## config.mk

```make
export PLATFORM = sky130hd
export DESIGN_NAME = vga_fb_port_arbiter
export DESIGN_NICKNAME = d
export VERILOG_FILES = /design/src/rtl/vga_fb_port_arbiter.sv
export SDC_FILE = /design/constraint.sdc
export NUM_CORES = 1
export LEC_CHECK = 0
export ABC_CLOCK_PERIOD_IN_PS = 2320
export CAP_MARGIN = 30
export CORE_AREA = 2 2 110 85
export CTS_BUF_LIST = sky130_fd_sc_hd__clkbuf_4 sky130_fd_sc_hd__clkbuf_8 sky130_fd_sc_hd__clkbuf_16
export CTS_CLUSTER_SIZE = 24
export DETAILED_ROUTE_END_ITERATION = 8
export DIE_AREA = 0 0 112 87
export PLACE_DENSITY = 0.79
export SLEW_MARGIN = 20
export SYNTH_ARGS = -nofsm -noshare
export SYNTH_HDL_FRONTEND = slang
export SYNTH_SLANG_ARGS = --single-unit
```

## constraint.sdc

```tcl
create_clock -name clk_vga -period 2.32 [get_ports clk_vga]
set_clock_uncertainty 0.2 [all_clocks]
set_input_delay 0.232 -clock clk_vga [delete_from_list [all_inputs] [get_ports clk_vga]]
set_output_delay 0.232 -clock clk_vga [all_outputs]
set_load 0.05 [all_outputs]
```

## src/rtl/vga_fb_port_arbiter.sv

```systemverilog
// Single-port framebuffer arbiter: display reads always win, pixel writes take idle slots.
// A 3-cycle read pipeline turns de_pre into pix_valid/pix_data; tear-free mode holds writes until vblank.
module vga_fb_port_arbiter #(
   parameter int ADDR_W   = 19,
   parameter int DATA_W   = 12,
   parameter int FB_DEPTH = 307200,
   parameter int STALL_W  = 16
) (
   input  logic               clk_vga,
   input  logic               rst_n,
   input  logic               de_pre,
   input  logic               frame_start,
   input  logic               vblank,
   input  logic               wr_mode,
   input  logic               w_valid,
   output logic               w_ready,
   input  logic [ADDR_W-1:0]  w_addr,
   input  logic [DATA_W-1:0]  w_data,
   output logic               mem_en,
   output logic               mem_we,
   output logic [ADDR_W-1:0]  mem_addr,
   output logic [DATA_W-1:0]  mem_wdata,
   input  logic [DATA_W-1:0]  mem_rdata,
   output logic               pix_valid,
   output logic [DATA_W-1:0]  pix_data,
   output logic               wr_err,
   output logic [STALL_W-1:0] stall_cnt,
   output logic [1:0]         arb_state
);

   typedef enum logic [1:0] {
      IDLE    = 2'd0,
      READ    = 2'd1,
      WRITE   = 2'd2,
      WAIT_VB = 2'd3
   } state_t;

   // Compared one bit wider so a depth equal to 2**ADDR_W cannot alias to zero.
   localparam logic [ADDR_W:0]   DEPTH_X   = (ADDR_W+1)'(FB_DEPTH);
   localparam logic [ADDR_W-1:0] LAST_ADDR = ADDR_W'(FB_DEPTH - 1);

   state_t             state_q, state_d;
   logic [ADDR_W-1:0]  rd_addr;
   logic [ADDR_W-1:0]  ra;
   logic               addr_bad;
   logic               rd_p1;

   always_comb begin
      state_d  = IDLE;
      w_ready  = 1'b0;
      ra       = frame_start ? '0 : rd_addr;
      addr_bad = ({1'b0, w_addr} >= DEPTH_X);
      if (de_pre) begin
         state_d = READ;
      end else if (w_valid && (!wr_mode || vblank)) begin
         state_d = WRITE;
         w_ready = 1'b1;
      end else if (w_valid) begin
         state_d = WAIT_VB;
      end
   end

   assign arb_state = state_q;

   always_ff @(posedge clk_vga or negedge rst_n) begin
      if (!rst_n) begin
         state_q   <= IDLE;
         rd_addr   <= '0;
         mem_en    <= 1'b0;
         mem_we    <= 1'b0;
         mem_addr  <= '0;
         mem_wdata <= '0;
         rd_p1     <= 1'b0;
         pix_valid <= 1'b0;
         pix_data  <= '0;
         wr_err    <= 1'b0;
         stall_cnt <= '0;
      end else begin
         // Stage 0: grant -> RAM command
         state_q <= state_d;
         mem_en  <= 1'b0;
         mem_we  <= 1'b0;
         case (state_d)
            READ: begin
               mem_en   <= 1'b1;
               mem_addr <= ra;
               rd_addr  <= (ra == LAST_ADDR) ? '0 : ra + ADDR_W'(1);
            end
            WRITE: begin
               if (addr_bad) begin
                  wr_err <= 1'b1;
               end else begin
                  mem_en    <= 1'b1;
                  mem_we    <= 1'b1;
                  mem_addr  <= w_addr;
                  mem_wdata <= w_data;
               end
            end
            default: ;
         endcase
         if (frame_start && state_d != READ) rd_addr <= '0;

         // Stage 1: RAM read in progress
         rd_p1 <= mem_en & ~mem_we;

         // Stage 2: capture returned pixel
         pix_valid <= rd_p1;
         if (rd_p1) pix_data <= mem_rdata;

         if (w_valid && !w_ready && stall_cnt != '1) stall_cnt <= stall_cnt + STALL_W'(1);
      end
   end

endmodule

```

==> flow_summary.toml <==
[clock_tree]
clock_sinks = 85
cts-root-buf = "clkbuf_16"
cts_buffer_depth = 2
cts_tree = "yes"
path_clk_slew_ns = 0.06
post-cts-setup-buffers = 0
cts_buffers = 9
clock_latency_ns = 0.34
htreeDepth = 3

[route]
vias_per_cell = 5.35
routedWlPerCell_um = 16.5
via_count = 3321
ant_nets = 0
drc_errors = 0
firstDrtPassIters = 4
routed_wirelength_um = 10300
dr.first_iter.drc_count = 91

[status]
status = "complete, no violations"

[timing]
fin_setup_tns_ns = 0
report.final.hold_viol_count = 0
maxSlewHeadroom_pct = 62.3
fin_ws_ns = 0.120
post-route-period-util_pct = 94.8
worst_pin_slew_ns = 0.563
setup_violations = 0
period_needed_ns = 2.20
finalMaxSlewViolations = 0
rsz0062_at_grt = "no"
clock.fmax_mhz = 455

[logic_synthesis]
ys_async_sr_fraction_pct = 100
synthCells = 362
yosys_warnings = 0
synth_area_per_cell_um2 = 11.2
syn-cell-area_mm2 = 0.00406
ys_types = 50
synth_edf_count = 0
synth.net_count = 416
ys_ff_latch = 85
synth-main-ff-cell = "dfrtp_1"
ys_seq_area_share_pct = 52.4

[floorplanning]
fp.dieW_um = 112
num_rows = 30
io_pins = 116
chipHeight_um = 87
core_mm2 = 0.00878
start_util_pct = 46.2
dieArea_mm2 = 0.00974

[worst_setup_path]
worst_ep_arrival_time_ns = 2.25
critical_path_buf_inv_count = 2
cp_data_required_time_ns = 2.37
critical_path.startpoint_type = "primary input"
crit_fanout = 3
slowest_delay_ns = 0.47
path_cells = "clkdlybuf4s50_1, nand2b_1, inv_1, ha_2, nand3b_1, or4_4, or4_1, o21ai_0"
worstSetupEndpointType = "flip-flop"
critPathKind = "primary input to flip-flop"
slowest_stage = "or4_1"
reg2reg_slack_ns = 0.17
path_delay_family = "simple AND/OR/NAND/NOR gates"

[placed_design]
io_buffers = 115
dpl_cell_area_mm2 = 0.00557
hpwlAfterDp_um = 7560
dp_slack_ns = -0.239
globalplace.congestion = 0.890
place_inst = 604

[global_route]
grt_pass1_vias = 3470
grt_pass1_wl_um = 17000
grt.overflow.total = 0
antenna_found_initial = 0
grt_max_degree = 49
grt.total_usage_pct = 21.9

[power]
p_comb_share_pct = 32.0
ir_drop_mv = 0.986
clockPowerShare_pct = 30.0
internal_power_w = 0.00313
p_seq_share_pct = 37.9
power.density_mw_per_mm2 = 832
p_leak_nw = 2.52
switching_power_w = 0.00177
p_sw_share_pct = 36.2

[layout]
antenna_cells = 0
post_layout_nonfiller_instances = 621
fillers = 669
layout_common_cells = "clkdlybuf4s50_1, dfrtp_1, mux2_2, buf_4, nand2_1"
fin_util_pct = 67.1
drive_gt1_share_pct = 21.2
final_area_mm2 = 0.00589
area_growth_pct = 45.2
nets = 558
final_common_cell = "clkdlybuf4s50_1"

[run]
maxCapViolations = 0

[min_path]
hp-class = "primary input to asynchronous set/reset pin"
## registers in the layout, indices dropped and copies added (netlist names)
signal     cells
mem_wdata     12
arb_state      2
mem_addr      19
rd_p1          1
wr_err         1
stall_cnt     16
pix_data      12
mem_we         1
pix_valid      1
rd_addr       19
mem_en         1
## timing repair
action,in CTS,in global routing
hold buffers,1,0
gates resized for setup,0,3
endpoints found under the hold margin,37,0
setup endpoints to repair,0,7
## cells in the mapped netlist (all sizes together) (4+ instances only)
library cell	count	area share, %
xor2	17	3.7
ha	4	1.2
nand4b	4	0.86
nor4	8	1.4
nand2	26	2.4
xnor2	5	1.1
o21ai	16	2.0
nor2b	6	0.93
nand2b	11	1.7
nand4	14	2.2
buf	5	0.59
dfrtp	85	52
nor2	20	1.9
mux2	49	14
or4	5	0.93
clkbuf	10	0.93
inv	10	0.93
nand3	11	1.5
nor3	12	1.5
## kinds of logic after synthesis
group | after synthesis | synth area share [%]
AND/OR/NAND/NOR | 135 | 18.6
multiplexers | 51 | 14.1
flip-flops | 85 | 52.4
XOR/XNOR | 22 | 4.75
adder cells (fa/ha/maj) | 4 | 1.23
buffers and inverters | 25 | 2.44
AO/OA/AOI/OAI | 40 | 6.42
## worst paths after layout
check / start / endpoint / cells past startpoint
max: frame_start / rd_addr[14] / 8
min: rst_n / rd_addr[1] / 2
max reg2reg: stall_cnt[0] / stall_cnt[1] / 5
min reg2reg: mem_we / rd_p1 / 1
max in group asynchronous: rst_n / stall_cnt[4] / 3
min in group clk_vga: mem_we / rd_p1 / 1
## through the flow
step,power [W],hold slack (ns)
after detailed placement,0.00345,0.0408
after global routing,0.00509,0.260
final,0.00490,0.208
after global placement,0.00342,0.0301
after CTS,0.00493,0.227
after floorplan,0.00281,-0.264
## metal layers
metal | part of all wire [%] | global-route usage (%) | wire [um] | up-vias
met5 | 0 | 0 | 0 | -
met4 | 1.0 | 6.21 | 103 | 0
met3 | 7.7 | 8.07 | 786 | 13
met2 | 47 | 35.0 | 4850 | 102
met1 | 44 | 28.5 | 4540 | 1615
li1 | - | - | - | 1591
## final cells by class
type                       instances  area [um2]  share of cell area (%)
sequential                        85        2130                    36.1
multi-input combinational        252        1850                    31.4
inverter                          10        37.5                   0.637
clock buffer                       9         225                    3.82
timing repair buffer             146        1430                    24.3
tap                              112         140                    2.38
clock inverter                     7        78.8                    1.34
## power groups by stage
| stage | clock [W] | combinational [W] | sequential [W] |
|---|---|---|---|
| 2_1_floorplan | 0 | 0.000298 | 0.00251 |
| 3_5_place_dp | 0 | 0.00157 | 0.00188 |
| 5_1_grt | 0.00156 | 0.00164 | 0.00189 |
| 6_report | 0.00147 | 0.00157 | 0.00186 |
| 3_3_place_gp | 0 | 0.00155 | 0.00187 |
| 4_1_cts | 0.00149 | 0.00158 | 0.00186 |
Note: power is estimated with default switching activity, not from simulation.
